## config.mk

```make
export PLATFORM = sky130hd
export DESIGN_NAME = fifo_tx_drain_ctrl_flat
export DESIGN_NICKNAME = d
export VERILOG_FILES = /design/src/rtl/fifo_tx_drain_ctrl_if.sv /design/src/rtl/fifo_tx_drain_ctrl.sv /design/src/flat_wrapper.sv
export SDC_FILE = /design/constraint.sdc
export NUM_CORES = 1
export LEC_CHECK = 0
export ABC_AREA = 1
export CAP_MARGIN = 0
export CORE_ASPECT_RATIO = 0.6
export CORE_MARGIN = 2
export CORE_UTILIZATION = 45
export CTS_CLUSTER_DIAMETER = 120
export DETAILED_ROUTE_END_ITERATION = 8
export DONT_BUFFER_PORTS = 1
export SLEW_MARGIN = 25
export SYNTH_ARGS = -nofsm -noshare
export SYNTH_HDL_FRONTEND = slang
export SYNTH_SLANG_ARGS = --single-unit
```

## constraint.sdc

```tcl
create_clock -name rclk -period 1.7 [get_ports rclk]
set_input_delay 0.17 -clock rclk [delete_from_list [all_inputs] [get_ports rclk]]
set_output_delay 0.17 -clock rclk [all_outputs]
set_load 0.005 [all_outputs]
```

## src/rtl/fifo_tx_drain_ctrl_if.sv

```systemverilog
// FIFO show-ahead read port plus UART TX load/busy handshake,
// bundled between the drain controller and its two neighbours.
interface fifo_tx_drain_ctrl_if #(
  parameter int DATA_WIDTH = 8
);
  logic                  rempty;
  logic [DATA_WIDTH-1:0] rdata;
  logic                  rinc;
  logic [DATA_WIDTH-1:0] tx_data;
  logic                  tx_valid;
  logic                  tx_busy;

  modport master (
    input  rempty,
    input  rdata,
    output rinc,
    output tx_data,
    output tx_valid,
    input  tx_busy
  );

  modport slave (
    output rempty,
    output rdata,
    input  rinc,
    input  tx_data,
    input  tx_valid,
    output tx_busy
  );
endinterface

```

## src/rtl/fifo_tx_drain_ctrl.sv

```systemverilog
// Read-domain sequencer: drains the async FIFO one byte at a time
// into the UART TX, with a busy-rise watchdog and a delivered count.
module fifo_tx_drain_ctrl #(
  parameter int DATA_WIDTH = 8,
  parameter int BUSY_TMO   = 15,
  parameter int TMO_W      = 4,
  parameter int CNT_W      = 8
) (
  input  logic                 rclk,
  input  logic                 rrst_n,
  input  logic                 en,
  fifo_tx_drain_ctrl_if.master bus,
  input  logic                 err_clr,
  output logic                 err_timeout,
  output logic                 active,
  output logic [CNT_W-1:0]     byte_cnt
);

  typedef enum logic [1:0] {
    IDLE,
    LAUNCH,
    WAIT_BUSY,
    WAIT_DONE
  } state_t;

  localparam logic [TMO_W-1:0] TMO_LIM = TMO_W'(BUSY_TMO);

  state_t                state;
  logic [TMO_W-1:0]      tmo_cnt;
  logic [TMO_W-1:0]      tmo_nxt;
  logic [DATA_WIDTH-1:0] tx_q;
  logic                  rinc_q;
  logic                  valid_q;
  logic                  launch_ok;

  assign tmo_nxt   = tmo_cnt + 1'b1;
  assign launch_ok = en && !bus.rempty && !bus.tx_busy;

  assign bus.tx_data  = tx_q;
  assign bus.rinc     = rinc_q;
  assign bus.tx_valid = valid_q;

  always_ff @(posedge rclk or negedge rrst_n) begin
    if (!rrst_n) begin
      state       <= IDLE;
      tmo_cnt     <= '0;
      tx_q        <= '0;
      rinc_q      <= 1'b0;
      valid_q     <= 1'b0;
      err_timeout <= 1'b0;
      active      <= 1'b0;
      byte_cnt    <= '0;
    end else begin
      rinc_q  <= 1'b0;
      valid_q <= 1'b0;
      // a timeout in this cycle overrides the clear below
      if (err_clr)
        err_timeout <= 1'b0;
      unique case (state)
        IDLE: begin
          if (launch_ok) begin
            tx_q    <= bus.rdata;
            rinc_q  <= 1'b1;
            valid_q <= 1'b1;
            active  <= 1'b1;
            state   <= LAUNCH;
          end
        end
        LAUNCH: begin
          tmo_cnt <= '0;
          state   <= WAIT_BUSY;
        end
        WAIT_BUSY: begin
          if (bus.tx_busy) begin
            byte_cnt <= byte_cnt + 1'b1;
            state    <= WAIT_DONE;
          end else if (tmo_nxt == TMO_LIM) begin
            tmo_cnt     <= tmo_nxt;
            err_timeout <= 1'b1;
            active      <= 1'b0;
            state       <= IDLE;
          end else begin
            tmo_cnt <= tmo_nxt;
          end
        end
        WAIT_DONE: begin
          if (!bus.tx_busy) begin
            active <= 1'b0;
            state  <= IDLE;
          end
        end
      endcase
    end
  end

endmodule

```

## src/flat_wrapper.sv

```systemverilog
// flat-port wrapper written by rule: the top's interface ports become plain ports
module fifo_tx_drain_ctrl_flat 
#(
  parameter int DATA_WIDTH = 8,
  parameter int BUSY_TMO   = 15,
  parameter int TMO_W      = 4,
  parameter int CNT_W      = 8
)
  (rclk, rrst_n, en, err_clr, err_timeout, active, byte_cnt, bus_rempty, bus_rdata, bus_rinc, bus_tx_data, bus_tx_valid, bus_tx_busy);
  fifo_tx_drain_ctrl_if #(.DATA_WIDTH(DATA_WIDTH)) bus_i ();
  input  logic rclk;
  input  logic rrst_n;
  input  logic en;
  input  logic err_clr;
  output logic err_timeout;
  output logic active;
  output logic [CNT_W-1:0] byte_cnt;
  input wire logic [$bits(bus_i.rempty)-1:0] bus_rempty;
  input wire logic [$bits(bus_i.rdata)-1:0] bus_rdata;
  output wire logic [$bits(bus_i.rinc)-1:0] bus_rinc;
  output wire logic [$bits(bus_i.tx_data)-1:0] bus_tx_data;
  output wire logic [$bits(bus_i.tx_valid)-1:0] bus_tx_valid;
  input wire logic [$bits(bus_i.tx_busy)-1:0] bus_tx_busy;
  assign bus_i.rempty = bus_rempty;
  assign bus_i.rdata = bus_rdata;
  assign bus_rinc = bus_i.rinc;
  assign bus_tx_data = bus_i.tx_data;
  assign bus_tx_valid = bus_i.tx_valid;
  assign bus_i.tx_busy = bus_tx_busy;
  fifo_tx_drain_ctrl #(.DATA_WIDTH(DATA_WIDTH), .BUSY_TMO(BUSY_TMO), .TMO_W(TMO_W), .CNT_W(CNT_W)) u_core (.rclk(rclk), .rrst_n(rrst_n), .en(en), .bus(bus_i), .err_clr(err_clr), .err_timeout(err_timeout), .active(active), .byte_cnt(byte_cnt));
endmodule
```

==> reports/qor.yml <==
detailed_routing:
  drt.antenna.violating_nets: 0
  route.detailed.drc: 0
  vias_per_cell: 4.86
  firstDrtPassIters: 4
  num_vias: 861
  wirelength_um: 2200
  route.detailed.wl_per_inst_um: 12.4
  drt_iter0_markers: 21
clocking:
  numCtsBuffers: 3
  path_clk_slew_ns: 0.09
  post_cts_resized: 0
  cts_hold_buf: 3
  clock-sinks: 25
  cts_tree: "done"
  cts_setup_buffers: 0
  worstSkewPairLatency_ns: 0.27
  htree_levels: 1
  clk_path_buf_depth: 2
  root_buffer: "clkbuf_8"
sta:
  fin_crit_sh_pct: 77.9
  min_period_ns: 1.33
  finalSetupTns_ns: 0
  skew_ns: 0.00516
  worst_pin_slew_ns: 0.313
  slew_headroom_pct: 79.0
  rsz0062_at_grt: "no"
  slew_violations: 0
  setup_viol_count_final: 0
  fmax_ghz: 0.755
  hold_viol: 0
critical_path:
  r2r_end: "u_core.active"
  r2r_cells: 9
  r2r_slack_ns: 0.37
  cp_max_fo: 6
  required_ns: 1.86
  r2r-start: "u_core.tmo_cnt[0]"
  worstPathArrival_ns: 1.48
  crit_chain: "ha_1, nand2_1, nand2_1, nor2_1, nand2_1, nand2_1, nand2_1, nand2_1, nand2_1"
  crit_top_cell: "nand2_1"
  start_kind: "flop"
  end_kind: "flop"
  cp_slowest_stage_delay_ns: 0.44
  critPathKind: "reg2reg"
  cp_slowest_cell: "dfrtp_1"
power:
  power.density_mw_per_mm2: 1530
  power_mw: 2.00
  irDropWorstVdd_v: 0.000710
  power_leakage_nw: 0.689
global_routing:
  grt_max_degree: 26
  grt_pass1_vias: 831
  grt_overflow: 0
  grt_antenna_before_repair: 0
  grt_pass1_wl_um: 3830
  track_usage_pct: 16.2
cells_and_area:
  nNetsFinal: 163
  drive_above_1_share_pct: 9.66
  final_common_cell: "nand2_1"
  antennaDiodeCount: 0
  syn2layout_area_growth_pct: 10.2
  final_cell_mix: "nand2_1 (59), dfrtp_1 (25), inv_1 (16)"
worst_hold_path:
  holdPathEnd: "u_core.bus.tx_data[1]"
  hold_path_class: "in2reg"
  min_path_cells: 2
  hold_path.startpoint: "bus_rdata[1]"
floorplan:
  die-area_mm2: 0.00308
  num_rows: 14
  die_h_um: 43.8
  core_mm2: 0.00250
  dieWidth_um: 70.4
  num_io_pins: 34
  start_util_pct: 47.5
placed_design:
  io_buffers: 0
  routabilityCongestion: 0.731
  hpwl_um: 1660
synthesis:
  syn_nets: 156
  synth-seq-cells: 25
  ys_seq_area_share_pct: 52.6
  synthDistinctLibCells: 21
  syn-cell-area_mm2: 0.00119
  synth_warnings: 0
  syn_inst: 139
  avgSynthCellArea_um2: 8.55
job:
  maxCapViolCount: 0
run_status:
  status: "complete, no violations"
==> synth_stat cells <==
| cell type | number | area, µm² |
|---|---|---|
| o22ai_1 | 2 | 12.5 |
| nor2_1 | 3 | 11.3 |
| nand2_4 | 1 | 11.3 |
| dfrtp_1 | 25 | 626 |
| inv_2 | 2 | 7.51 |
| xor2_1 | 3 | 26.3 |
| o211ai_1 | 1 | 7.51 |
| nand3_2 | 2 | 20.0 |
| nand3b_1 | 1 | 7.51 |
| a21boi_1 | 1 | 7.51 |
| o21ai_0 | 4 | 20.0 |
| ha_1 | 3 | 37.5 |
| nor3_1 | 1 | 5.00 |
| nand2_1 | 59 | 221 |
| xnor2_1 | 2 | 17.5 |
| buf_4 | 1 | 7.51 |
| nand3_1 | 6 | 30.0 |
| nor2_2 | 1 | 6.26 |
| nor2_4 | 3 | 33.8 |
| inv_1 | 16 | 60.1 |
| nand4_1 | 2 | 12.5 |
==> layer usage <==
| metal | GRT usage, % | vias up | routed length, µm | share of wire, % |
|---|---|---|---|---|
| li1 | - | 442 | - | - |
| met1 | 21.5 | 397 | 1040 | 47 |
| met2 | 25.7 | 20 | 1010 | 46 |
| met3 | 6.05 | 2 | 140 | 6.4 |
| met4 | 3.46 | 0 | 10 | 0.45 |
| met5 | 0 | - | 0 | 0 |
==> power by group <==
group	total [mW]	internal (mW)	switching (mW)
registers	1.07	0.815	0.252
logic	0.578	0.225	0.353
clock network	0.357	0.166	0.191
total	2.00	1.21	0.796
==> sequential cells by signal, summed over array words and instances (netlist names) <==
name                flops
u_core.active           1
u_core.bus.rinc         1
u_core.bus.tx_data      8
u_core.byte_cnt         8
u_core.err_timeout      1
u_core.state            2
u_core.tmo_cnt          4
==> per-stage QoR <==
step	area [µm²]	util (%)	hold slack, ns	setup slack (ns)	instances
final	1310	52.3	0.00952	0.375	177
after global routing	1310	52.3	0.00597	0.233	177
after CTS	1310	52.3	0.00201	0.380	177
after detailed placement	1220	48.8	-0.125	0.396	170
after global placement	1220	48.8	-0.125	0.466	170
after floorplan	1190	-	-0.126	0.523	139
==> cells by family (layout without fill, tap and decap cells) <==
group           after synthesis  in the layout  synth area share (%)
buf+inv                      19             25                  6.32
xor+xnor                      5              5                  3.68
compound gates                8              8                  4.00
fa+ha+maj                     3              3                  3.16
flops                        25             25                  52.6
simple gates                 79             79                  30.2
==> how the worst max path moves through the flow <==
| stage | start | endpoint | slack, ns | depth (start not counted) |
|---|---|---|---|---|
| 6_report | u_core.tmo_cnt[0] | u_core.active | 0.37 | 9 |
| 5_1_grt | u_core.tmo_cnt[0] | u_core.active | 0.23 | 10 |
| 4_1_cts | u_core.tmo_cnt[0] | u_core.active | 0.38 | 9 |
| 3_5_place_dp | u_core.tmo_cnt[0] | u_core.active | 0.40 | 9 |
| 3_3_place_gp | u_core.tmo_cnt[0] | u_core.active | 0.47 | 9 |
| 2_1_floorplan | u_core.tmo_cnt[0] | u_core.active | 0.52 | 9 |
==> layout make-up <==
cell class | count | area [µm²]
timing repair buffer | 3 | 40.0
tap | 32 | 40.0
multi-input combinational | 95 | 488
inverter | 18 | 67.6
clock inverter | 1 | 7.51
fill | 243 | 1190
sequential | 25 | 626
clock buffer | 3 | 41.3
==> critical path, delay by kind of cell, from the launching register on <==
kind	cells	cell delay, ns
adders and majority gates	1	0.23
DFF	1	0.44
and+or+nand+nor	8	0.53
Power figures use the tool's default switching activity.
==> RTL edit (same settings) <==
`CNT_W` is set to 8 in 2 places; all go to 12.
--- a/src/rtl/fifo_tx_drain_ctrl.sv
+++ b/src/rtl/fifo_tx_drain_ctrl.sv
@@ -5,5 +5,5 @@
   parameter int BUSY_TMO   = 15,
   parameter int TMO_W      = 4,
-  parameter int CNT_W      = 8
+  parameter int CNT_W      = 12
 ) (
   input  logic                 rclk,
--- a/src/flat_wrapper.sv
+++ b/src/flat_wrapper.sv
@@ -5,5 +5,5 @@
   parameter int BUSY_TMO   = 15,
   parameter int TMO_W      = 4,
-  parameter int CNT_W      = 8
+  parameter int CNT_W      = 12
 )
   (rclk, rrst_n, en, err_clr, err_timeout, active, byte_cnt, bus_rempty, bus_rdata, bus_rinc, bus_tx_data, bus_tx_valid, bus_tx_busy);
Interface: changed (resized byte_cnt); port bits go from 34 to 38. The function was not compared with the original's and may differ.
==> RTL edit against the original RTL <==
  * Area after synthesis grew 18%
  * Total power grew 22%
  * Critical path type unchanged
  * Wire length grew 20%
  * Sequential cell count grew 4
  * Worst hold slack gained 0.0065 ns
  * Cell area grew 22%
  * First-iteration DRC count grew to 3.4 times the old value
  * Largest power group unchanged
  * Setup slack lost 0.054 ns
==> RTL edit: results (changes against the original RTL) <==
Total GRT Usage=0.159 (-0.00242); crit path DAT=1.55 ns (+0.07 ns); Compound-Gate Fraction of Synth Area=0.0411 (+0.00107); DRT iter0 DRCs=71 (+240%); vias in the first global route=962 (+16%); vias=1052 (+22%); Post-Synth Adder-Cell Area=0.0268 (-0.00479); synth unique cells=27 (+29%); crit path to=u_core.byte_cnt[10]$_DFFE_PN0P_; Clk Latency, worst-skew pair=0.27 ns (about the same); routed wire length per instance=12.3 um (-1.2%); leakage=0.828 nW (+20%); worst vdd ir=740 uV (+4.2%); Max transition margin=0.810 (+0.0201); # H-tree levels=2 (+1); global-route wire length before repair=4280 um (+12%); largest net degree at the start of global routing=30 (+15%); status=complete, no violations; dpl hpwl=1980 um (+19%); R2R cell count=6 (-3); syn_nets=180 (+15%); nets=189 (+16%); Largest Register=u_core.byte_cnt; commonest cells in the netlist=nand2_1 (62), dfrtp_1 (29), inv_1 (19); NetSw=844 uW (+6.1%); register area share after synthesis=0.518 (-0.00846); Worst-path clk slew=0.06 ns (-0.03 ns); Final Skew=0.00800 ns (+0.00284 ns); post-placement setup slack=0.307 ns (-0.0884 ns); TritonCTS Buffers=5 (+2)
[RTL edit: per-layer routing]
layer  track usage  share of wire  up-vias
met5             0              0        -
met4        0.0545         0.0030        0
met3        0.0731          0.088        2
met2         0.252           0.43       40
met1         0.201           0.48      483
li1              -              -      527
[RTL edit: through the flow]
stage | hold slack [ns] | utilization | instances
4_1_cts | 0.00587 | 0.551 | 215
3_5_place_dp | -0.125 | 0.497 | 204
2_1_floorplan | -0.126 | - | 163
3_3_place_gp | -0.125 | 0.497 | 204
5_1_grt | 0.0147 | 0.551 | 215
6_report | 0.0161 | 0.551 | 215
[RTL edit: kinds of logic after synthesis]
group,Yosys count
and+or+nand+nor,92
DFF,29
buffers and inverters,23
AOI/OAI and AO/OA,10
xor gates and xnor gates,6
adders and majority gates,3
[RTL edit: repair_timing]
| action | CTS | global route |
|---|---|---|
| hold buffers | 3 | 0 |
| endpoints found under the setup margin | 0 | 0 |
| endpoints found under the hold margin | 30 | 0 |
[RTL edit: layout make-up]
class	count	area, um2
clock inverter	1	30.0
timing repair buffer	3	40.0
tap	42	52.6
fill	267	1310
inverter	22	85.1
multi-input combinational	111	583
sequential	29	726
clock buffer	7	86.3
[RTL edit: power by group through the flow]
stage	clock network [mW]	logic [mW]	registers [mW]
floorplan	0	0.469	1.08
detailed placement	0	0.560	1.14
finish	0.721	0.577	1.13
CTS	0.739	0.582	1.14
global route	0.777	0.680	1.17
global placement	0	0.526	1.14
[RTL edit: worst max-delay path: stages, from the launching register on]
cell,delay (ns)
dfrtp_1,0.42
ha_1,0.20
nand3_1,0.16
nor3_4,0.28
nand3_1,0.10
nand2_1,0.07
nand2_1,0.04
